<file path="src/rtl/mem_wb_stage.sv">
// Memory-access stage and MEM/WB register: word/half/byte loads and stores over a variable-latency data-memory handshake.
// Latency: 1 cycle for non-memory ops, 2+ cycles for memory ops; upstream is stalled while an access is outstanding.
module mem_wb_stage #(
    parameter int TIMEOUT_CYCLES = 255
) (
    input  logic        Clk,
    input  logic        Rst_n,
    input  logic        Valid_in,
    input  logic        MemRead_in,
    input  logic        MemWrite_in,
    input  logic [1:0]  MemSize_in,
    input  logic        MemSigned_in,
    input  logic        MemtoReg_in,
    input  logic        RegWrite_in,
    input  logic [31:0] ALUResult_in,
    input  logic [31:0] ReadData2_in,
    input  logic [4:0]  WriteReg_in,
    output logic        Stall_out,
    output logic        Dmem_Req,
    output logic        Dmem_We,
    output logic [31:0] Dmem_Addr,
    output logic [31:0] Dmem_WData,
    output logic [3:0]  Dmem_BE,
    input  logic [31:0] Dmem_RData,
    input  logic        Dmem_Ready,
    output logic        Valid_out,
    output logic        RegWrite_out,
    output logic        MemtoReg_out,
    output logic [31:0] ReadData_out,
    output logic [31:0] ALUResult_out,
    output logic [4:0]  WriteReg_out,
    output logic        AlignErr_out,
    output logic        BusErr_out
);

    typedef enum logic {IDLE, ACCESS} state_t;

    localparam logic [7:0] CNT_LAST = 8'(TIMEOUT_CYCLES - 1);

    state_t      state;
    logic [7:0]  cnt;

    logic [1:0]  lat_size;
    logic        lat_signed;
    logic        lat_we;
    logic        lat_regwrite;
    logic        lat_memtoreg;
    logic [31:0] lat_addr;
    logic [4:0]  lat_wreg;

    logic        memop;
    logic        is_half;
    logic        is_byte;
    logic        misaligned;
    logic        issue;
    logic [3:0]  be_calc;
    logic [31:0] wdata_calc;
    logic [7:0]  byte_sel;
    logic [15:0] half_sel;
    logic [31:0] load_data;

    assign memop      = Valid_in & (MemRead_in | MemWrite_in);
    assign is_half    = (MemSize_in == 2'b01);
    assign is_byte    = (MemSize_in == 2'b10);
    // Size 11 falls into the word case everywhere.
    assign misaligned = (!is_half && !is_byte && (ALUResult_in[1:0] != 2'b00)) ||
                        (is_half && ALUResult_in[0]);
    assign issue      = memop & ~misaligned;

    always_comb begin
        be_calc    = 4'b1111;
        wdata_calc = ReadData2_in;
        if (is_byte) begin
            be_calc    = 4'b0001 << ALUResult_in[1:0];
            wdata_calc = {4{ReadData2_in[7:0]}};
        end else if (is_half) begin
            be_calc    = ALUResult_in[1] ? 4'b1100 : 4'b0011;
            wdata_calc = {2{ReadData2_in[15:0]}};
        end
    end

    assign byte_sel = Dmem_RData[{lat_addr[1:0], 3'b000} +: 8];
    assign half_sel = lat_addr[1] ? Dmem_RData[31:16] : Dmem_RData[15:0];

    always_comb begin
        load_data = Dmem_RData;
        if (lat_size == 2'b10)
            load_data = {{24{lat_signed & byte_sel[7]}}, byte_sel};
        else if (lat_size == 2'b01)
            load_data = {{16{lat_signed & half_sel[15]}}, half_sel};
    end

    always_comb begin
        if (state == IDLE)
            Stall_out = issue;
        else
            Stall_out = ~Dmem_Ready & (cnt != CNT_LAST);
    end

    always_ff @(posedge Clk or negedge Rst_n) begin
        if (!Rst_n) begin
            state         <= IDLE;
            cnt           <= 8'd0;
            Dmem_Req      <= 1'b0;
            Dmem_We       <= 1'b0;
            Dmem_Addr     <= 32'd0;
            Dmem_WData    <= 32'd0;
            Dmem_BE       <= 4'd0;
            lat_size      <= 2'd0;
            lat_signed    <= 1'b0;
            lat_we        <= 1'b0;
            lat_regwrite  <= 1'b0;
            lat_memtoreg  <= 1'b0;
            lat_addr      <= 32'd0;
            lat_wreg      <= 5'd0;
            Valid_out     <= 1'b0;
            RegWrite_out  <= 1'b0;
            MemtoReg_out  <= 1'b0;
            ReadData_out  <= 32'd0;
            ALUResult_out <= 32'd0;
            WriteReg_out  <= 5'd0;
            AlignErr_out  <= 1'b0;
            BusErr_out    <= 1'b0;
        end else begin
            // MEM/WB defaults to a bubble; each branch overrides what it retires.
            Valid_out     <= 1'b0;
            RegWrite_out  <= 1'b0;
            MemtoReg_out  <= 1'b0;
            ReadData_out  <= 32'd0;
            ALUResult_out <= 32'd0;
            WriteReg_out  <= 5'd0;
            AlignErr_out  <= 1'b0;
            BusErr_out    <= 1'b0;
            case (state)
                IDLE: begin
                    if (issue) begin
                        state        <= ACCESS;
                        cnt          <= 8'd0;
                        Dmem_Req     <= 1'b1;
                        Dmem_We      <= MemWrite_in;
                        Dmem_Addr    <= {ALUResult_in[31:2], 2'b00};
                        Dmem_WData   <= wdata_calc;
                        Dmem_BE      <= be_calc;
                        lat_size     <= MemSize_in;
                        lat_signed   <= MemSigned_in;
                        lat_we       <= MemWrite_in;
                        lat_regwrite <= RegWrite_in;
                        lat_memtoreg <= MemtoReg_in;
                        lat_addr     <= ALUResult_in;
                        lat_wreg     <= WriteReg_in;
                    end else if (memop) begin
                        Valid_out     <= 1'b1;
                        AlignErr_out  <= 1'b1;
                        ALUResult_out <= ALUResult_in;
                        WriteReg_out  <= WriteReg_in;
                    end else if (Valid_in) begin
                        Valid_out     <= 1'b1;
                        RegWrite_out  <= RegWrite_in;
                        MemtoReg_out  <= MemtoReg_in;
                        ALUResult_out <= ALUResult_in;
                        WriteReg_out  <= WriteReg_in;
                    end
                end
                ACCESS: begin
                    if (Dmem_Ready) begin
                        state         <= IDLE;
                        Dmem_Req      <= 1'b0;
                        Valid_out     <= 1'b1;
                        RegWrite_out  <= lat_regwrite;
                        MemtoReg_out  <= lat_memtoreg;
                        ReadData_out  <= lat_we ? 32'd0 : load_data;
                        ALUResult_out <= lat_addr;
                        WriteReg_out  <= lat_wreg;
                    end else if (cnt == CNT_LAST) begin
                        state         <= IDLE;
                        Dmem_Req      <= 1'b0;
                        Valid_out     <= 1'b1;
                        BusErr_out    <= 1'b1;
                        ALUResult_out <= lat_addr;
                        WriteReg_out  <= lat_wreg;
                    end else begin
                        cnt <= cnt + 8'd1;
                    end
                end
                default: state <= IDLE;
            endcase
        end
    end

endmodule

</file>
<file path="config.mk">
export PLATFORM = sky130hd
export DESIGN_NAME = mem_wb_stage
export DESIGN_NICKNAME = d
export VERILOG_FILES = /design/src/rtl/mem_wb_stage.sv
export SDC_FILE = /design/constraint.sdc
export NUM_CORES = 1
export LEC_CHECK = 0
export ABC_AREA = 1
export CELL_PAD_IN_SITES_DETAIL_PLACEMENT = 1
export CELL_PAD_IN_SITES_GLOBAL_PLACEMENT = 1
export CORE_ASPECT_RATIO = 0.6
export CORE_MARGIN = 5
export CORE_UTILIZATION = 30
export DETAILED_ROUTE_END_ITERATION = 12
export PLACE_DENSITY = 0.74
export SYNTH_ARGS = -nofsm -noshare
export SYNTH_HDL_FRONTEND = slang
export SYNTH_SLANG_ARGS = --single-unit
</file>
<file path="constraint.sdc">
create_clock -name Clk -period 4.4 [get_ports Clk]
set_clock_uncertainty 0.2 [all_clocks]
set_input_delay 0.88 -clock Clk [delete_from_list [all_inputs] [get_ports Clk]]
set_output_delay 0.88 -clock Clk [all_outputs]
set_load 0.01 [all_outputs]
</file>
==> results of run 1 <==
==> per-stage QoR <==
step                cell area [um^2]  hold WS (ns)
finish                         11200         0.244
detailed placement             10600         0.264
global route                   11200         0.277
CTS                            11200         0.251
global placement               10600         0.256
floorplan                       8060         0.242
==> synth_stat cells, types with 6 or more instances <==
| library cell | count |
|---|---|
| o21ai_2 | 41 |
| buf_4 | 38 |
| nand3_1 | 32 |
| nand2_1 | 296 |
| nor2_1 | 51 |
| nand2_2 | 6 |
| inv_2 | 6 |
| buf_6 | 16 |
| clkbuf_1 | 18 |
| buf_2 | 8 |
| or2_2 | 7 |
| o21ai_1 | 33 |
| dfrtp_1 | 163 |
| o211ai_1 | 14 |
| nand4_1 | 37 |
| a21oi_1 | 58 |
| inv_1 | 98 |
| o21ai_0 | 22 |
==> flip-flops by register name (all words and copies together) (netlist names), 2 cells and up <==
name and cells:
cnt 8, ALUResult_out 32, Dmem_BE 4, lat_addr 32, WriteReg_out 5, ReadData_out 32, Dmem_WData 32, lat_size 2
lat_wreg 5
==> kinds of logic after synthesis <==
kind of cell | Yosys count
and+or+nand+nor | 437
buffers and inverters | 191
AOI/OAI and AO/OA | 171
DFF | 163
adders and majority gates | 5
xor gates and xnor gates | 2
other | 1
==> worst min-delay path by stage <==
stage,start,endpoint,cells after the start
2_1_floorplan,lat_wreg[0],WriteReg_out[0],2
3_3_place_gp,Dmem_Req,Dmem_Req,2
3_5_place_dp,lat_wreg[4],WriteReg_out[4],2
4_1_cts,Rst_n,ReadData_out[26],1
5_1_grt,Rst_n,ReadData_out[15],1
6_report,Rst_n,ReadData_out[15],1
==> layer usage <==
metal / vias to the layer above / wire (um)
met5: - / 0
met4: 0 / 350
met3: 23 / 1810
met2: 198 / 12300
met1: 3533 / 13400
li1: 3464 / -
==> cell type report <==
| class | instances | area share (%) |
|---|---|---|
| repair buffers | 266 | 23.6 |
| clock buffers | 18 | 3.92 |
| inverters | 106 | 3.60 |
| multi-input cells | 617 | 26.8 |
| well taps | 360 | 4.02 |
| clock inverters | 14 | 1.59 |
| flip-flops and latches | 163 | 36.4 |
==> power groups by stage <==
stage	combinational, mW	clock (mW)	sequential, mW
2_1_floorplan	0.868	0	2.05
3_3_place_gp	1.64	0	2.02
3_5_place_dp	1.68	0	2.02
4_1_cts	1.69	1.64	2.00
5_1_grt	1.83	1.71	2.04
6_report	1.66	1.59	2.00
==> impl_results.md, run 1 <==
- Die height: approximately 140 um
- Cell chosen for the clock root: clkbuf_16
- CP Max Fanout: 8
- Met1 Use GR: 25.5%
- Fin crit share: 90.6%
- Commonest non-fill, non-tap cell in the layout: nand2_1
- Reg clk slew, reported paths: roughly 0.07 ns
- # DRC: 0
- # rows: 46
- Post-synthesis compound-gate area fraction: roughly an eighth
- Vias per cell: 4.67
- Setup violators final: 0
- I/O pin count: approximately 260
- Total Wirelength: roughly 28000 um
- Antenna violations before repair: 0
- Final #Nets: 1288
- Top Family by Delay on Critical Path: buffers and inverters
- Ys flop type: dfrtp_1
- Worst-Margin Slew: 0.962 ns
- Xor and xnor area share after synthesis: less than 1%
- Final core utilization: about 42%
- Endpoint class of the critical path: output pin
- Num CTS Buffers: 17
- Storage cell area: ~0.004 mm^2
- HPWL after DPL: around 20000 um
- Crit path top cell by count: clkdlybuf4s50_1
- Yosys cell types: 34
- Footprint of the multi-input gates: roughly 0.0030 mm^2
- Share of total power in combinational logic: 31.6%
- Port Buffers: 254
- Req. time, crit path: roughly 3.3 ns
- CP max stage delay: between 0.5 and 0.6 ns
- Mux cell area share after synthesis: 0%
- Power share of the sequential group: 38.0%
- Iter 0 DRT Violations: 468
- Relative slew slack: a little over a third
- Total grt overflow: 0
- ANT nets after route: 0
- Synth top area share: 50.6%
- Setup crit start: MemSize_in[1]
- Worst path slowest cell: clkdlybuf4s50_1
- Max Fclk: 0.251 GHz
- Layout Area Growth over Synthesis: 38.9%
- Fin cells: 1544
- Cell total after placement: 1512
- Most frequent cells in the layout: 296 x nand2_1, 253 x clkdlybuf4s50_1, 163 x dfrtp_1
- Filler Cells Inserted: approximately 3100
- Main combinational cell family by area after synthesis: simple AND/OR/NAND/NOR gates
- Post-synth top area cell: dfrtp_1
- Critical path depth: 9
- GP Congestion: 0.822
- Adder-cell share of the synthesized area: 0.776%
- N_diodes: 0
- Post-CTS Resized: 0
- H-tree depth: 4
- Simple-gate share of the synthesized area: a little under a quarter
- Drt wl/cell: between 15 and 20 um
- Initial Util: 30.5%
- Hold Crit Class: in -> async
- Flop and latch count out of synthesis: roughly 160
- Cells after synthesis: 970
- P_leak: 5.40 nW
- Global route hottest layer: met2
- Reg2reg start: state
- Fin crit period: between 3 and 4 ns
- # clock sinks: 163
- First-pass GRT wire length: 44300 um
- End point of the critical path: Stall_out
- Net Sw Frac: approximately a third
- CTS tree: done
- Top cells by area, synth: dfrtp_1 51%, nand2_1 14%, inv_1 4.6%
- Die ar.: 0.0304 mm^2
- Total number of vias: ~7200
- Status: completed
- Final Hold Viols: 0
- GR Util met2: 28.5%
- FF-to-FF setup slack: around 1.4 ns
- Core area: 0.0264 mm^2
- Setup crit start kind: input port
- CTS Hold Buffers Added: 0
- Vias in the first global route: 7687
- Seq/Total Area, Yosys: just over 50%
- DP Worst Slack: ~0.21 ns
- Final setup TNS: 0 ns
- Critical path type: in -> out
- Min setup slack post-route: 0.414 ns
- Worst-skew pair later-pin latency: ~0.43 ns
- Die width: 222 um
- R2r worst-path depth: 6
- VDD IR-drop max: 222 uV
- Reg-to-reg critical path endpoint: lat_addr[10]
- Layout cells sized above 1: 9.29%
- Met3 GRT Util: 6.17%
- Clock Path Buffers: 2
- Syn. warnings: 0
- Final Max Tran Viols: 0
- Unrepaired setup endpoints after global routing: false
- Post-CTS setup buffer count: 0
- Clock power frac: 30.3%
- Syn Std Cell Area: 0.00806 mm^2
- Switching power: 1.76 mW
- Arr. time, crit path: 2.91 ns
- Largest net degree at the start of global routing: 90
- MaxCap Viol Count: 0
- GRT Util Overall: 18.5%
- 1st-pass router iterations: 4
- Pwr Density: 470 mW/mm^2
- Syn_area_per_cell: roughly 8.3 um^2
- Total power: 5.26 mW
- Internal power: roughly 3.5 mW
- Post-synth ARST share: 100%
- Crit-path cells: clkdlybuf4s50_1 -> inv_1 -> ha_1 -> nand2_1 -> inv_2 -> o21ai_2 -> nand3_4 -> nand2_2 -> clkdlybuf4s50_1
- Crit path buffers/inverters: 4
- Post-synth EDFFs: 0
Power figures use the tool's default switching activity.
==> run 2: changes to the inputs <==
--- a/config.mk
+++ b/config.mk
@@ -12,6 +12,7 @@
 export CORE_MARGIN = 5
 export CORE_UTILIZATION = 30
 export DETAILED_ROUTE_END_ITERATION = 12
+export MAX_ROUTING_LAYER = met4
 export PLACE_DENSITY = 0.74
 export SYNTH_ARGS = -nofsm -noshare
 export SYNTH_HDL_FRONTEND = slang
==> run 2 against run 1 <==
Net effect: power about the same; critical path type unchanged; register-to-register slack about the same; sequential cell count unchanged; first-iteration DRC count decreased by 11%; largest power group unchanged.
==> impl_results.md, run 2 (same netlist as run 1, synthesis figures left out) <==
- ANT nets after route: 0
- Fin cells: 1544
- Unrepaired setup endpoints after global routing: false
- Post-CTS Resized: 0
- Crit path buffers/inverters: 4
- Vias per cell: 4.68
- Setup violators final: 0
- VDD IR-drop max: 221 uV
- CP Max Fanout: 8
- Max Used Layer: met4
- Drt wl/cell: between 15 and 20 um
- Final Instance Area: 0.0112 mm^2
- # clock sinks: 163
- Clock Path Buffers: 2
- Final Hold Viols: 0
- P_leak: around 5.4 nW
- Total number of vias: 7224
- Final setup TNS: 0 ns
- DP Worst Slack: 0.210 ns
- GRT Util Overall: 19.0%
- Worst-skew pair later-pin latency: 0.43 ns
- Placed Area: 0.0106 mm^2
- N_diodes: 0
- Layout cells sized above 1: 9.29%
- Cell total after placement: 1512
- I/O pin count: 257
- Met2 WL: 12300 um
- Post-CTS setup buffer count: 0
- R2r worst-path depth: 6
- # DRC: 0
- Status: completed
- Min setup slack post-route: 0.408 ns
- Die width: 222 um
- Reg clk slew, reported paths: 0.07 ns
- Final core utilization: 42.4%
- Critical path type: in -> out
- Top Family by Delay on Critical Path: buffers and inverters
- MaxCap Viol Count: 0
- Total grt overflow: 0
- First-pass GRT wire length: roughly 44000 um
- Endpoint class of the critical path: output pin
- Fin crit period: 3.99 ns
- Fin crit share: approximately 91%
- Total Wirelength: ~28000 um
- HPWL after DPL: about 20000 um
- Cell chosen for the clock root: clkbuf_16
- Port Buffers: 254
- Vias in the first global route: 7689
- Met1 wire length: approximately 13000 um
- Reg-to-reg critical path endpoint: lat_addr[10]
- Worst hold slack: between 0.2 and 0.25 ns
- Final Max Tran Viols: 0
- Routed wl met3: 1910 um
- Reg2reg start: state
- Largest net degree at the start of global routing: 90
- Worst-Margin Slew: 0.954 ns
- Crit path top cell by count: clkdlybuf4s50_1
- Total power: 5.26 mW
- Initial Util: 30.5%
- Die ar.: 0.0304 mm^2
- Req. time, crit path: 3.32 ns
- Most frequent cells in the layout: 296 x nand2_1, 253 x clkdlybuf4s50_1, 163 x dfrtp_1
- Iter 0 DRT Violations: 415
- Final #Nets: 1288
- CP max stage delay: 0.58 ns
- GP Congestion: 0.834
- FF-to-FF setup slack: 1.40 ns
- 1st-pass router iterations: 4
- Core area: 0.0264 mm^2
- H-tree depth: 4
- Setup crit start kind: input port
- Arr. time, crit path: 2.91 ns
- Crit-path cells: clkdlybuf4s50_1 -> inv_1 -> ha_1 -> nand2_1 -> inv_2 -> o21ai_2 -> nand3_4 -> nand2_2 -> clkdlybuf4s50_1
- Worst path slowest cell: clkdlybuf4s50_1
- Antenna violations before repair: 0
- # rows: 46
- Pwr Density: 470 mW/mm^2
- CTS Hold Buffers Added: 0
- Num CTS Buffers: 17
- Max Fclk: 0.250 GHz
- Commonest non-fill, non-tap cell in the layout: nand2_1
- Relative slew slack: 36.4%
- Layout Area Growth over Synthesis: 38.9%
- Die height: 137 um
- Hold Crit Class: in -> async
- CTS tree: done
-- run 2: cell counts in the layout (fill, tap and decap cells not counted) --
Identical to the previous run, type by type.
-- run 2: worst max path at each step --
stage                        from           end  slack (ns)  cells past startpoint
floorplan           MemSize_in[0]     Stall_out        1.52                      6
detailed placement  MemSize_in[1]  lat_addr[10]        0.21                     11
global placement    MemSize_in[0]   lat_addr[3]        0.33                      9
finish              MemSize_in[1]     Stall_out        0.41                      9
global route        MemSize_in[0]     Stall_out        0.33                      7
CTS                 MemSize_in[1]     Stall_out        0.37                      9
-- run 2: area by class of cell --
class                      instances  area [um^2]
fill                            3076        15200
sequential                       163         4080
multi-input combinational        617         3000
timing repair buffer             266         2650
tap                              360          450
clock buffer                      18          439
inverter                         106          403
clock inverter                    14          178
-- run 2: where the power goes --
group	internal (mW)	switching, mW	leakage, nW
Combinational	0.793	0.870	2.99
Clock	0.918	0.678	0.295
Sequential	1.79	0.211	2.12
Total	3.50	1.76	5.40
-- run 2: metal layers --
layer / vias to the layer above / global-route usage [%]
li1: 3464 / -
met5: - / -
met4: 0 / 3.90
met2: 211 / 28.4
met3: 21 / 6.20
met1: 3528 / 25.6
-- run 2: worst reg2reg max path: cells and delay by family, from the launching register on --
family	cells	cell delay [ns]
AO/OA/AOI/OAI	1	0.11
flip-flops	1	0.48
AND/OR/NAND/NOR	2	0.39
buffers and inverters	3	1.75
==> run 3: changes to the inputs <==
--- a/config.mk
+++ b/config.mk
@@ -6,11 +6,13 @@
 export NUM_CORES = 1
 export LEC_CHECK = 0
 export ABC_AREA = 1
+export CAP_MARGIN = 10
 export CELL_PAD_IN_SITES_DETAIL_PLACEMENT = 1
 export CELL_PAD_IN_SITES_GLOBAL_PLACEMENT = 1
 export CORE_ASPECT_RATIO = 0.6
 export CORE_MARGIN = 5
 export CORE_UTILIZATION = 30
+export CTS_CLUSTER_SIZE = 16
 export DETAILED_ROUTE_END_ITERATION = 12
 export MAX_ROUTING_LAYER = met4
 export PLACE_DENSITY = 0.74
==> results of run 3 <==
Final layout, timing and power as in run 2 (identical DEF).
